[src/rtl/pixel_ray_scheduler.sv]
// pixel_ray_scheduler
// Frame sequencer for the ray-tracing pipeline. Walks the screen in raster
// order, issues one tagged ray request per pixel, waits for the matching
// response (or gives up after TIMEOUT cycles) and hands the result plus its
// framebuffer address to the colour stage as a one-cycle write.
//
// Handshakes (both channels): a transfer happens on a rising edge where
// valid and ready are both high. The request payload (req_x_o, req_y_o,
// req_tag_o) is held stable while req_valid_o is high and req_ready_i is
// low. rsp_ready_o is high in every cycle after reset. Every accepted
// response either completes the pixel in WAIT (tag match) or is counted as
// stale and dropped.
module pixel_ray_scheduler #(
  parameter int H_RES   = 640,
  parameter int V_RES   = 480,
  parameter int ADDR_W  = 19,
  parameter int TIMEOUT = 1024
) (
  input  logic              clk_i,
  input  logic              rst_i,
  input  logic              start_i,
  input  logic              continuous_i,
  // ray request channel
  output logic              req_valid_o,
  input  logic              req_ready_i,
  output logic [11:0]       req_x_o,
  output logic [11:0]       req_y_o,
  output logic [3:0]        req_tag_o,
  // ray response channel
  input  logic              rsp_valid_i,
  output logic              rsp_ready_o,
  input  logic [3:0]        rsp_tag_i,
  input  logic              rsp_hit_i,
  input  logic [35:0]       rsp_loc_i,
  // colour stage write port
  output logic              pix_we_o,
  output logic [ADDR_W-1:0] pix_addr_o,
  output logic              pix_hit_o,
  output logic [35:0]       pix_loc_o,
  // status
  output logic              busy_o,
  output logic              frame_done_o,
  output logic [15:0]       timeout_count_o,
  output logic [15:0]       stale_count_o,
  // debug: current FSM state (0 IDLE, 1 ISSUE, 2 WAIT, 3 WRITE)
  output logic [1:0]        state_o
);

  localparam int CNT_W = $clog2(TIMEOUT);
  localparam logic [CNT_W-1:0] WAIT_LAST = CNT_W'(TIMEOUT - 1);
  localparam logic [11:0]      X_LAST    = 12'(H_RES - 1);
  localparam logic [11:0]      Y_LAST    = 12'(V_RES - 1);
  localparam logic [15:0]      CNT_MAX   = 16'hFFFF;

  typedef enum logic [1:0] {
    S_IDLE  = 2'd0,
    S_ISSUE = 2'd1,
    S_WAIT  = 2'd2,
    S_WRITE = 2'd3
  } state_t;

  state_t state_q, state_d;

  // pixel position and running framebuffer address
  logic [11:0]       x_q, y_q;
  logic [ADDR_W-1:0] addr_q;
  // tag_q is the tag for the next request; out_tag_q is the tag in flight
  logic [3:0]        tag_q, out_tag_q;
  logic [CNT_W-1:0]  wait_cnt_q;

  // registered outputs
  logic              req_valid_q, req_valid_d;
  logic              busy_q, busy_d;
  logic              pix_we_q, pix_we_d;
  logic              frame_done_q, frame_done_d;
  logic [ADDR_W-1:0] pix_addr_q, pix_addr_d;
  logic              pix_hit_q;
  logic [35:0]       pix_loc_q;
  logic              rsp_ready_q;
  logic [15:0]       timeout_cnt_q, stale_cnt_q;

  // handshake and event decode
  logic req_hs, rsp_acc, rsp_match, wait_expire;
  logic last_x, last_y, last_pix;

  assign req_hs      = (state_q == S_ISSUE) && req_ready_i;
  assign rsp_acc     = rsp_valid_i && rsp_ready_q;
  assign rsp_match   = (state_q == S_WAIT) && rsp_acc && (rsp_tag_i == out_tag_q);
  // a matching response in the final wait cycle wins over the timeout
  assign wait_expire = (state_q == S_WAIT) && !rsp_match && (wait_cnt_q == WAIT_LAST);
  assign last_x      = (x_q == X_LAST);
  assign last_y      = (y_q == Y_LAST);
  assign last_pix    = last_x && last_y;

  // FSM state register
  always_ff @(posedge clk_i) begin
    if (rst_i) begin
      state_q <= S_IDLE;
    end else begin
      state_q <= state_d;
    end
  end

  // FSM next-state logic
  always_comb begin
    state_d = state_q;
    unique case (state_q)
      S_IDLE:  if (start_i) state_d = S_ISSUE;
      S_ISSUE: if (req_hs) state_d = S_WAIT;
      S_WAIT:  if (rsp_match || wait_expire) state_d = S_WRITE;
      S_WRITE: begin
        if (last_pix && !continuous_i) state_d = S_IDLE;
        else                           state_d = S_ISSUE;
      end
      default: state_d = S_IDLE;
    endcase
  end

  // FSM output decode: outputs are computed from the next state so that
  // every output port comes straight from a flop
  always_comb begin
    req_valid_d  = (state_d == S_ISSUE);
    busy_d       = (state_d != S_IDLE);
    pix_we_d     = (state_d == S_WRITE);
    // WRITE is only entered from WAIT, where x/y still name the current pixel
    frame_done_d = (state_d == S_WRITE) && last_pix;
    pix_addr_d   = (state_d == S_WRITE) ? addr_q : pix_addr_q;
  end

  // output registers
  always_ff @(posedge clk_i) begin
    if (rst_i) begin
      req_valid_q  <= 1'b0;
      busy_q       <= 1'b0;
      pix_we_q     <= 1'b0;
      frame_done_q <= 1'b0;
      pix_addr_q   <= '0;
      rsp_ready_q  <= 1'b0;
    end else begin
      req_valid_q  <= req_valid_d;
      busy_q       <= busy_d;
      pix_we_q     <= pix_we_d;
      frame_done_q <= frame_done_d;
      pix_addr_q   <= pix_addr_d;
      rsp_ready_q  <= 1'b1;
    end
  end

  // raster walk: position and address advance incrementally in WRITE
  always_ff @(posedge clk_i) begin
    if (rst_i) begin
      x_q    <= '0;
      y_q    <= '0;
      addr_q <= '0;
    end else if (state_q == S_IDLE && start_i) begin
      x_q    <= '0;
      y_q    <= '0;
      addr_q <= '0;
    end else if (state_q == S_WRITE) begin
      if (last_x) begin
        x_q <= '0;
        if (last_y) begin
          y_q    <= '0;
          addr_q <= '0;
        end else begin
          y_q    <= y_q + 12'd1;
          addr_q <= addr_q + ADDR_W'(1);
        end
      end else begin
        x_q    <= x_q + 12'd1;
        addr_q <= addr_q + ADDR_W'(1);
      end
    end
  end

  // request tags and per-pixel wait counter
  always_ff @(posedge clk_i) begin
    if (rst_i) begin
      tag_q      <= '0;
      out_tag_q  <= '0;
      wait_cnt_q <= '0;
    end else if (req_hs) begin
      out_tag_q  <= tag_q;
      tag_q      <= tag_q + 4'd1;
      wait_cnt_q <= '0;
    end else if (state_q == S_WAIT && !rsp_match && !wait_expire) begin
      wait_cnt_q <= wait_cnt_q + CNT_W'(1);
    end
  end

  // pixel result capture: response payload on a match, zeros on timeout
  always_ff @(posedge clk_i) begin
    if (rst_i) begin
      pix_hit_q <= 1'b0;
      pix_loc_q <= '0;
    end else if (rsp_match) begin
      pix_hit_q <= rsp_hit_i;
      pix_loc_q <= rsp_loc_i;
    end else if (wait_expire) begin
      pix_hit_q <= 1'b0;
      pix_loc_q <= '0;
    end
  end

  // saturating timeout and stale-response counters
  always_ff @(posedge clk_i) begin
    if (rst_i) begin
      timeout_cnt_q <= '0;
      stale_cnt_q   <= '0;
    end else begin
      if (wait_expire && timeout_cnt_q != CNT_MAX) begin
        timeout_cnt_q <= timeout_cnt_q + 16'd1;
      end
      if (rsp_acc && !rsp_match && stale_cnt_q != CNT_MAX) begin
        stale_cnt_q <= stale_cnt_q + 16'd1;
      end
    end
  end

  assign req_valid_o     = req_valid_q;
  assign req_x_o         = x_q;
  assign req_y_o         = y_q;
  assign req_tag_o       = tag_q;
  assign rsp_ready_o     = rsp_ready_q;
  assign pix_we_o        = pix_we_q;
  assign pix_addr_o      = pix_addr_q;
  assign pix_hit_o       = pix_hit_q;
  assign pix_loc_o       = pix_loc_q;
  assign busy_o          = busy_q;
  assign frame_done_o    = frame_done_q;
  assign timeout_count_o = timeout_cnt_q;
  assign stale_count_o   = stale_cnt_q;
  assign state_o         = state_q;

endmodule

[config.mk]
export PLATFORM = sky130hd
export DESIGN_NAME = pixel_ray_scheduler
export DESIGN_NICKNAME = d
export VERILOG_FILES = /design/src/rtl/pixel_ray_scheduler.sv
export SDC_FILE = /design/constraint.sdc
export NUM_CORES = 1
export LEC_CHECK = 0
export ABC_AREA = 0
export ABC_CLOCK_PERIOD_IN_PS = 1800
export CAP_MARGIN = 0
export CORE_MARGIN = 4
export CORE_UTILIZATION = 55
export DETAILED_ROUTE_END_ITERATION = 8
export DONT_BUFFER_PORTS = 1
export HOLD_SLACK_MARGIN = 0.05
export PLACE_DENSITY = 0.73
export RECOVER_POWER = 100
export SLEW_MARGIN = 30
export SYNTH_ARGS = -nofsm -noshare
export SYNTH_HDL_FRONTEND = slang
export SYNTH_SLANG_ARGS = --single-unit
export TNS_END_PERCENT = 20
[constraint.sdc]
create_clock -name clk_i -period 1.8 [get_ports clk_i]
set_input_delay 0.18 -clock clk_i [delete_from_list [all_inputs] [get_ports clk_i]]
set_output_delay 0.18 -clock clk_i [all_outputs]
set_load 0.01 [all_outputs]
# Word-level counts from Yosys, hierarchy flattened
# Cells that the tools add are included.
[word_totals] ff_bits=156 rom_bits=0 latch_bits=0 n_memories=0 inputBits=47 mem_bits_rw=0
[op_classes] n_reduce_logical=24 n_lt_le_gt_ge=0 add_sub_neg=7 mux=14 bitwise=0 n_mul=0 n_eq_ne=11 div=0 shift=0
[ops] cell="$mux 36" n=2
[ops] cell="$mux 19" n=2
[ops] cell="$add 16x1->16 const B" n=2
[ops] cell="$ne 16x16->1 const B" n=2
[ops] cell="$add 12x1->12 const B" n=2
[ops] cell="$mux 12" n=2
[ops] cell="$add 19x1->19 const B" n=1
[ops] cell="$logic_and 1x1->1" n=14
[ops] cell="$eq 12x10->1 const B" n=1
[ops] cell="$eq 12x9->1 const B" n=1
[ops] cell="$add 10x1->10 const B" n=1
[ops] cell="$eq 10x10->1 const B" n=1
[ops] cell="$pmux 2 s4" n=1
[ops] cell="$eq 2x2->1 const B" n=3
[ops] cell="$mux 2" n=3
[ops] cell="$add 4x1->4 const B" n=1
[ops] cell="$eq 2x1->1 const B" n=2
[ops] cell="$eq 4x4->1" n=1
[ops] cell="$mux 1" n=4
[ops] cell="$reduce_bool 2->1" n=2
[ops] cell="$reduce_or 2->1" n=2
[ops] cell="$logic_not 1->1" n=3
[ops] cell="$logic_not 2->1" n=1
[ops] cell="$reduce_and 2->1" n=1
[ops] cell="$logic_or 1x1->1" n=1

# Longest topological paths before layout
# Gate-level depths: netlist of the first run.
[depth] word_depth=11 depth_mapped=8 depth_no_buf=6

# Least setup slack after synthesis of the first run
# Ideal clock, no wire load.
[synth_timing] kind="reg2reg" from="reg x_q[0], in the netlist req_x_o[0]" to="reg y_q[2], in the netlist req_y_o[2]" setup_slack_ns=-0.173 required_time_ns=1.685 stages_incl_launch_ff=9 path_buffers=2 arrival_ns=1.858 setup_ns=0.115 path_cell_list="dfxtp_1 -> ha_1 -> and4_1 -> nand3_2 -> or2_2 -> clkbuf_1 -> o21ai_4 -> buf_6 -> nor2_1"
[synth_via] elab_chain_len=2
[synth_lines] item="start: declaration" line="65" text="logic [11:0] x_q, y_q;"
[synth_lines] item="start signal: assignment" line="170" text="x_q <= x_q + 12'd1;"
[synth_lines] item="$eq 12x10->1" line="91" text="assign last_x = (x_q == X_LAST);"
[synth_lines] item="$reduce_and 2->1 (no line)"
[synth_lines] item="end signal: assignment" line="166" text="y_q <= y_q + 12'd1;"
[synth_lines] item="end: declaration" line="65"
# No other way between the ends.
# A chain may end at the register's enable or synchronous reset.

# Final worst setup path of the first run
[layout_timing] from="reg stale_cnt_q[6], in the netlist stale_count_o[6]" to="reg stale_cnt_q[15], in the netlist stale_count_o[15]"
[layout_via] elab_chain_len=2 elab_cells_between_ends=3 classes_between="add/sub (1); eq/ne (1); reduce/logical (1)"
[layout_lines] item="start: declaration" line="80" text="logic [15:0] timeout_cnt_q, stale_cnt_q;"
[layout_lines] item="start signal: assignment" line="215" text="stale_cnt_q <= stale_cnt_q + 16'd1;"
[layout_lines] item="parallel branches: the longest is 2 deep, another holds $add 16x1->16"
# Several ways; the timed one is not identified.

==> flow_summary.yaml, run 1 <==
yosys:
  mappedNetlistArea_sq_um: 6710
  ys.warnings.count: 0
  synth_area_leader_cell: "sky130_fd_sc_hd__dfxtp_1"
  syn_inst: 765
  share_of_the_synthesized_area_in_the_top_cell_type_pct: 46.5
  synthTopCellsByArea: "sky130_fd_sc_hd__dfxtp_1, sky130_fd_sc_hd__nor2_1, sky130_fd_sc_hd__nand2_1"
  yosysUniqueCellTypes: 57
  register_bit_total_from_synthesis: 156
  synth_seq_area_share_pct: 46.5
  synth-edff-count: 0
  asyncSetResetFlopFracSynth_pct: 0
  synth_flop_cell: "sky130_fd_sc_hd__dfxtp_1"
  syn-num-nets: 819
  synth_area_per_cell_sq_um: 8.77
timing:
  setup_total_negative_slack_ps: -47.8
  timing.fmax_ghz: 0.548
  final.min_clock_period_ps: 1820
  max_slew_headroom_pct: 74.7
  report.final.setup_viol: 2
  finalWorstSetupSlack_ps: -24.1
  timing_max_transition_violations_final: 0
  hold-worst-slack_ps: -186
  worst_pin_slew_ps: 379
  worst_clock_skew_ps: 10.7
  timing.final.hold_violations: 94
  unrepaired_setup_endpoints_after_global_routing: "true"
  post-route-period-util_pct: 101
setup_path:
  r2r_setup_slack_ps: -20
  rr_startpoint: "stale_count_o[6]"
  crit_end: "stale_count_o[15]"
  worst_setup_path_end_kind: "flip-flop"
  crit_required_ps: 2110
  cp_data_arrival_time_ps: 2140
  timing.critical_path.from: "stale_count_o[6]"
  critPathLaunchType: "flip-flop"
  worst_r2r_path_depth: 5
  worstReg2RegEnd: "stale_count_o[15]"
  worstSetupPathType: "flip-flop to flip-flop"
  crit_fanout: 4
run_status:
  run_status: "finished, violations left"
  violations_in_the_final_reports: "negative hold slack, negative setup slack"
floorplan:
  core_area_sq_um: 12000
  design.die.area_sq_um: 14000
  ios: 170
  die_w_um: 118
  placement_rows: 40
  fp.dieH_um: 118
  initial_core_util_pct: 56.1
grt:
  antenna_found_initial: 0
  grt_first_pass_wirelength_mm: 28.0
  pin_count_of_the_biggest_net_entering_global_routing: 108
  grt_use_total_pct: 24.0
  grt_pass1_vias: 5939
  gr-total-overflow: 0
placement:
  port-buffer-count: 0
  place_hpwl_mm: 12.1
  gp_congestion: 0.845
  placed_area_sq_um: 7640
detailed_routing:
  drc: 0
  wl_mm: 18.6
  avgViaCountPerCell: 5.96
  drt_pre_antenna_iters: 5
  wl_per_cell_um: 17.7
  vias: 6251
  ant_nets: 0
  initialDrtViolationCount: 442
worst_hold_path:
  timing.hold.worst.class: "input port to flip-flop"
clocking:
  cts_buffers: 17
  clock-root-buffer: "sky130_fd_sc_hd__clkbuf_16"
  path_clk_slew_ps: 60
  cts.path.max_buffers: 2
  htree_levels: 4
  worstSkewPairLatency_ps: 420
  tritoncts_num_sinks: 156
  cts_tree: "done"
  hold_buffers: 11
layout:
  layout.nets: 944
  final_layout_size_suffix_gt1_share_pct: 27.2
  final_core_utilization_pct: 74.0
  diodes: 0
  n_fill_cell: 835
  area_growth_pct: 31.9
  finalInstanceArea_sq_um: 8850
power:
  static-leakage-power_uw: 0.00327
  total_power_uw: 7150
  p_per_area_nw_per_um2: 808
  irDropWorstVdd_mv: 0.686
flow_run:
  cap_viol_max_count: 0
## report_power, final
| group | switching [uW] | internal, uW | total [uW] | leakage, uW |
|---|---|---|---|---|
| sequential | 24.9 | 3470 | 3490 | 0.00127 |
| combinational | 134 | 116 | 250 | 0.00172 |
| clock | 1330 | 2080 | 3410 | 0.000277 |
| total | 1490 | 5660 | 7150 | 0.00327 |
## cell usage after synthesis (5+ instances only)
cell	instances
sky130_fd_sc_hd__clkbuf_1	17
sky130_fd_sc_hd__nor2b_1	5
sky130_fd_sc_hd__dfxtp_1	156
sky130_fd_sc_hd__inv_1	8
sky130_fd_sc_hd__a22oi_1	37
sky130_fd_sc_hd__nor4_1	8
sky130_fd_sc_hd__buf_2	12
sky130_fd_sc_hd__nand3_1	22
sky130_fd_sc_hd__or4_1	20
sky130_fd_sc_hd__and4_1	9
sky130_fd_sc_hd__o31ai_1	15
sky130_fd_sc_hd__xor2_1	28
sky130_fd_sc_hd__nand2_1	99
sky130_fd_sc_hd__xnor2_1	18
sky130_fd_sc_hd__nor3_1	8
sky130_fd_sc_hd__o211ai_1	5
sky130_fd_sc_hd__or2_2	5
sky130_fd_sc_hd__o21ai_0	13
sky130_fd_sc_hd__nand4_1	25
sky130_fd_sc_hd__a21oi_1	60
sky130_fd_sc_hd__and3_1	11
sky130_fd_sc_hd__ha_1	7
sky130_fd_sc_hd__nor2_1	104
sky130_fd_sc_hd__or3_1	15
sky130_fd_sc_hd__buf_6	7
## registers in the layout, summed over array words and instances, names as in the netlist, 4 cells and up
register         cells
addr_q              19
out_tag_q            4
pix_addr_o          19
pix_loc_o           36
req_tag_o            4
req_x_o             12
req_y_o             12
stale_count_o       16
timeout_count_o     16
wait_cnt_q          10
## cell type report
type                            instances  area (sq um)  area share (%)
Multi-Input combinational cell        563          3630            41.0
Sequential cell                       156          3150            35.6
Clock inverter                          4          56.3           0.636
Inverter                                9          33.8           0.382
Clock buffer                           26           509            5.75
Timing Repair Buffer                  143          1290            14.6
Tap cell                              147           184            2.08
## critical path, cell delays in order (launching register included)
cell,delay [ps]
sky130_fd_sc_hd__dfxtp_1,370
sky130_fd_sc_hd__and4_4,240
sky130_fd_sc_hd__nand2_1,70
sky130_fd_sc_hd__or4b_1,540
sky130_fd_sc_hd__nor3_2,160
sky130_fd_sc_hd__mux2_1,330
## through the flow
stage	hold slack [ps]	instances	setup slack (ps)
6_report	-186	1048	-24.1
5_1_grt	-206	1048	-104
4_1_cts	-190	1026	-17.1
3_5_place_dp	259	985	-122
3_3_place_gp	258	985	-9.36
2_1_floorplan	311	765	-26.2
## cell families after synthesis
group / share of synthesized area (%)
mux: 1.17
xor+xnor: 6.00
flops: 46.5
fa+ha+maj: 1.30
simple gates: 26.8
compound gates: 14.4
buf+inv: 3.86
## worst min-delay path by stage
stage                     start                end  slack (ps)  cells past startpoint
after floorplan           rst_i        rsp_ready_o         310                      1
after global placement    rst_i  stale_count_o[14]         260                      1
after detailed placement  rst_i  stale_count_o[13]         260                      1
after CTS                 rst_i  stale_count_o[13]        -190                      1
after global routing      rst_i  stale_count_o[14]        -210                      1
final                     rst_i  stale_count_o[14]        -190                      1
## timing repair
item,4_1_cts,5_1_grt
setup endpoints to repair,101,99
buffers inserted,0,14
resized for setup,12,56
endpoints found under the hold margin,109,95
pin swaps,4,19
cloned,0,8
## placed cells by master (no fill, tap or decap), types with 18 or more instances in the layout
| cell | n |
|---|---|
| sky130_fd_sc_hd__a21oi_1 | 52 |
| sky130_fd_sc_hd__a22oi_1 | 31 |
| sky130_fd_sc_hd__buf_4 | 113 |
| sky130_fd_sc_hd__clkbuf_16 | 21 |
| sky130_fd_sc_hd__dfxtp_1 | 140 |
| sky130_fd_sc_hd__nand2_1 | 99 |
| sky130_fd_sc_hd__nand3_1 | 21 |
| sky130_fd_sc_hd__nand4_1 | 25 |
| sky130_fd_sc_hd__nor2_1 | 104 |
| sky130_fd_sc_hd__xnor2_1 | 18 |
| sky130_fd_sc_hd__xor2_1 | 23 |
## layer usage
layer  part of all wire (%)  global-route usage [%]  vias to the layer above  wire (um)
li1                       -                       -                     2992          -
met1                     40                    27.8                     2989       7460
met2                     50                    40.8                      244       9320
met3                    8.3                    10.1                       26       1540
met4                    1.3                    6.66                        0        250
met5                      0                       0                        -          0
No activity file was read; power rests on OpenSTA's default activity.
==> run 2, diff against run 1 <==
--- a/config.mk
+++ b/config.mk
@@ -8,12 +8,11 @@
 export ABC_AREA = 0
 export ABC_CLOCK_PERIOD_IN_PS = 1800
 export CAP_MARGIN = 0
-export CORE_MARGIN = 4
 export CORE_UTILIZATION = 55
 export DETAILED_ROUTE_END_ITERATION = 8
 export DONT_BUFFER_PORTS = 1
 export HOLD_SLACK_MARGIN = 0.05
-export PLACE_DENSITY = 0.73
+export PLACE_DENSITY_LB_ADDON = 0.3
 export RECOVER_POWER = 100
 export SLEW_MARGIN = 30
 export SYNTH_ARGS = -nofsm -noshare
==> run 2 against run 1 <==
Effect of this change: the flow still finishes with violations (negative hold slack, negative setup slack); worst setup slack worse by 16 ps; critical path depth up 2; clock skew down 5.2 ps; die area down 9.9%; combinational power down 4%; non-clock buffer count down 21; cell area down 3.0%; core utilization down 0.38 points; maximum frequency down 0.89%; critical path type unchanged; largest cell class unchanged; highest routed layer unchanged.
==> flow_summary.yaml, run 2 (synthesis results as in run 1) <==
run_status:
  run_status: "finished, violations left"
  violations_in_the_final_reports: "negative hold slack, negative setup slack"
setup_path:
  worstSetupPathType: "flip-flop to flip-flop"
  crit_cells: 7
  critPathLaunchType: "flip-flop"
  critical_path.top_delay_family: "simple AND/OR/NAND/NOR gates"
  timing.critical_path.from: "out_tag_q[0]"
  crit_end: "wait_cnt_q[9]"
  timing.critical_path.slowest_cell_delay_ps: 460
  cp_data_arrival_time_ps: 2190
  crit_required_ps: 2150
  critPathSlowestCell: "sky130_fd_sc_hd__or4_1"
  worstReg2RegEnd: "wait_cnt_q[9]"
  worst_r2r_path_depth: 7
  cp_cell_sequence: "xor2_2 > or3_4 > buf_6 > o21ai_2 > buf_6 > or4_1 > a21oi_1"
  worst_setup_path_end_kind: "flip-flop"
  worst_path_most_repeated_cell: "sky130_fd_sc_hd__buf_6"
  crit_fanout: 10
  crit_buf_inv: 2
  rr_startpoint: "out_tag_q[0]"
  r2r_setup_slack_ps: -40
layout:
  finalInstanceArea_sq_um: 8590
  final_layout_size_suffix_gt1_share_pct: 23.7
  top_library_cells_by_usage_in_the_layout_fill_and_taps_aside: "sky130_fd_sc_hd__dfxtp_1, sky130_fd_sc_hd__nor2_1, sky130_fd_sc_hd__nand2_1"
  largest_reg_flops: 36
  layout.nets: 922
  n_fill_cell: 831
  finish.cell_count_without_fillers: 1024
  area_growth_pct: 28.0
  final_core_utilization_pct: 73.7
  diodes: 0
  most_common_cell_after_layout_fill_and_taps_aside: "sky130_fd_sc_hd__dfxtp_1"
grt:
  gr-total-overflow: 0
  grt_use_total_pct: 27.1
  grt_pass1_vias: 5939
  pin_count_of_the_biggest_net_entering_global_routing: 108
  grt_first_pass_wirelength_mm: 27.7
  antenna_found_initial: 0
power:
  cell_internal_power_uw: 5590
  share_clk_of_total_power_pct: 47.4
  p_sw_uw: 1510
  p_seq_share_pct: 49.2
  power_frac_comb_pct: 3.4
  static-leakage-power_uw: 0.00292
  total_power_uw: 7100
  irDropWorstVdd_mv: 0.695
  p_per_area_nw_per_um2: 826
  p_sw_share_pct: 21.2
timing:
  worst_clock_skew_ps: 5.48
  finalWorstSetupSlack_ps: -40.5
  timing.final.hold_violations: 93
  worst_pin_slew_ps: 447
  report.final.setup_viol: 6
  max_slew_headroom_pct: 69.8
  unrepaired_setup_endpoints_after_global_routing: "true"
  timing.fmax_ghz: 0.543
  setup_total_negative_slack_ps: -93.6
  hold-worst-slack_ps: -174
  final.min_clock_period_ps: 1840
  timing_max_transition_violations_final: 0
  post-route-period-util_pct: 102
detailed_routing:
  vias: 6268
  drt_pre_antenna_iters: 6
  ant_nets: 0
  wl_per_cell_um: 17.5
  drc: 0
  avgViaCountPerCell: 6.12
  wl_mm: 17.9
  initialDrtViolationCount: 544
clocking:
  cts_buffers: 17
  cts_tree: "done"
  htree_levels: 4
  worstSkewPairLatency_ps: 420
  cts.path.max_buffers: 2
  path_clk_slew_ps: 60
  tritoncts_num_sinks: 156
  clock-root-buffer: "sky130_fd_sc_hd__clkbuf_16"
placement:
  place_hpwl_mm: 11.7
  port-buffer-count: 0
  gp_congestion: 0.853
  count_of_placed_standard_cells_including_taps: 973
  placed_area_sq_um: 7570
worst_hold_path:
  timing.hold.worst.class: "input port to flip-flop"
floorplan:
  fp.dieH_um: 112
  die_w_um: 112
  placement_rows: 39
  ios: 170
  core_area_sq_um: 11700
  initial_core_util_pct: 57.6
  design.die.area_sq_um: 12700
flow_run:
  cap_viol_max_count: 0
run 2: worst min path at each step:
stage	to	start	slack [ps]	cells past startpoint
finish	stale_count_o[11]	rst_i	-170	1
global route	stale_count_o[4]	rst_i	-200	1
CTS	stale_count_o[3]	rst_i	-200	1
detailed placement	stale_count_o[3]	rst_i	260	1
global placement	stale_count_o[3]	rst_i	260	1
floorplan	rsp_ready_o	rst_i	310	1
run 2: power by group through the flow:
stage	logic, uW	registers (uW)	clock network [uW]
4_1_cts	222	3490	3430
3_3_place_gp	190	3570	0
3_5_place_dp	198	3570	0
6_report	240	3490	3360
2_1_floorplan	152	3560	0
5_1_grt	259	3490	3600
run 2: worst reg2reg max path: stages, from the launching register on:
cell	delay, ps
sky130_fd_sc_hd__dfxtp_2	330
sky130_fd_sc_hd__xor2_2	240
sky130_fd_sc_hd__or3_4	240
sky130_fd_sc_hd__buf_6	130
sky130_fd_sc_hd__o21ai_2	70
sky130_fd_sc_hd__buf_6	140
sky130_fd_sc_hd__or4_1	460
sky130_fd_sc_hd__a21oi_1	150
run 2: what timing repair did:
action                                  4_1_cts  5_1_grt
gates cloned                                  1        2
resized for setup                            14       79
endpoints found under the setup margin       67      121
pin swaps                                    18       14
endpoints found under the hold margin       110       96
hold buffers                                 10        1
setup buffers                                 1        5
run 2: per-stage QoR:
step,worst slack (ps),hold WS [ps]
after floorplan,-26.2,311
after global placement,19.4,255
after detailed placement,-90.3,257
after CTS,-47.3,-195
after global routing,-109,-197
final,-40.5,-174
run 2: metal layers:
metal / share of wire (%) / vias to the layer above / track usage, %
met4: 3.2 / 0 / 12.5
li1: - / 2948 / -
met3: 6.3 / 49 / 8.53
met1: 40 / 3036 / 30.6
met5: 0 / - / 0
met2: 50 / 235 / 46.9
run 2: area by class of cell:
class | instances | area, sq um | area share [%]
multi-input combinational | 562 | 3730 | 43.5
sequential | 156 | 3150 | 36.7
timing repair buffer | 122 | 927 | 10.8
clock buffer | 23 | 478 | 5.56
tap | 143 | 179 | 2.08
clock inverter | 9 | 86.3 | 1.01
inverter | 9 | 33.8 | 0.393
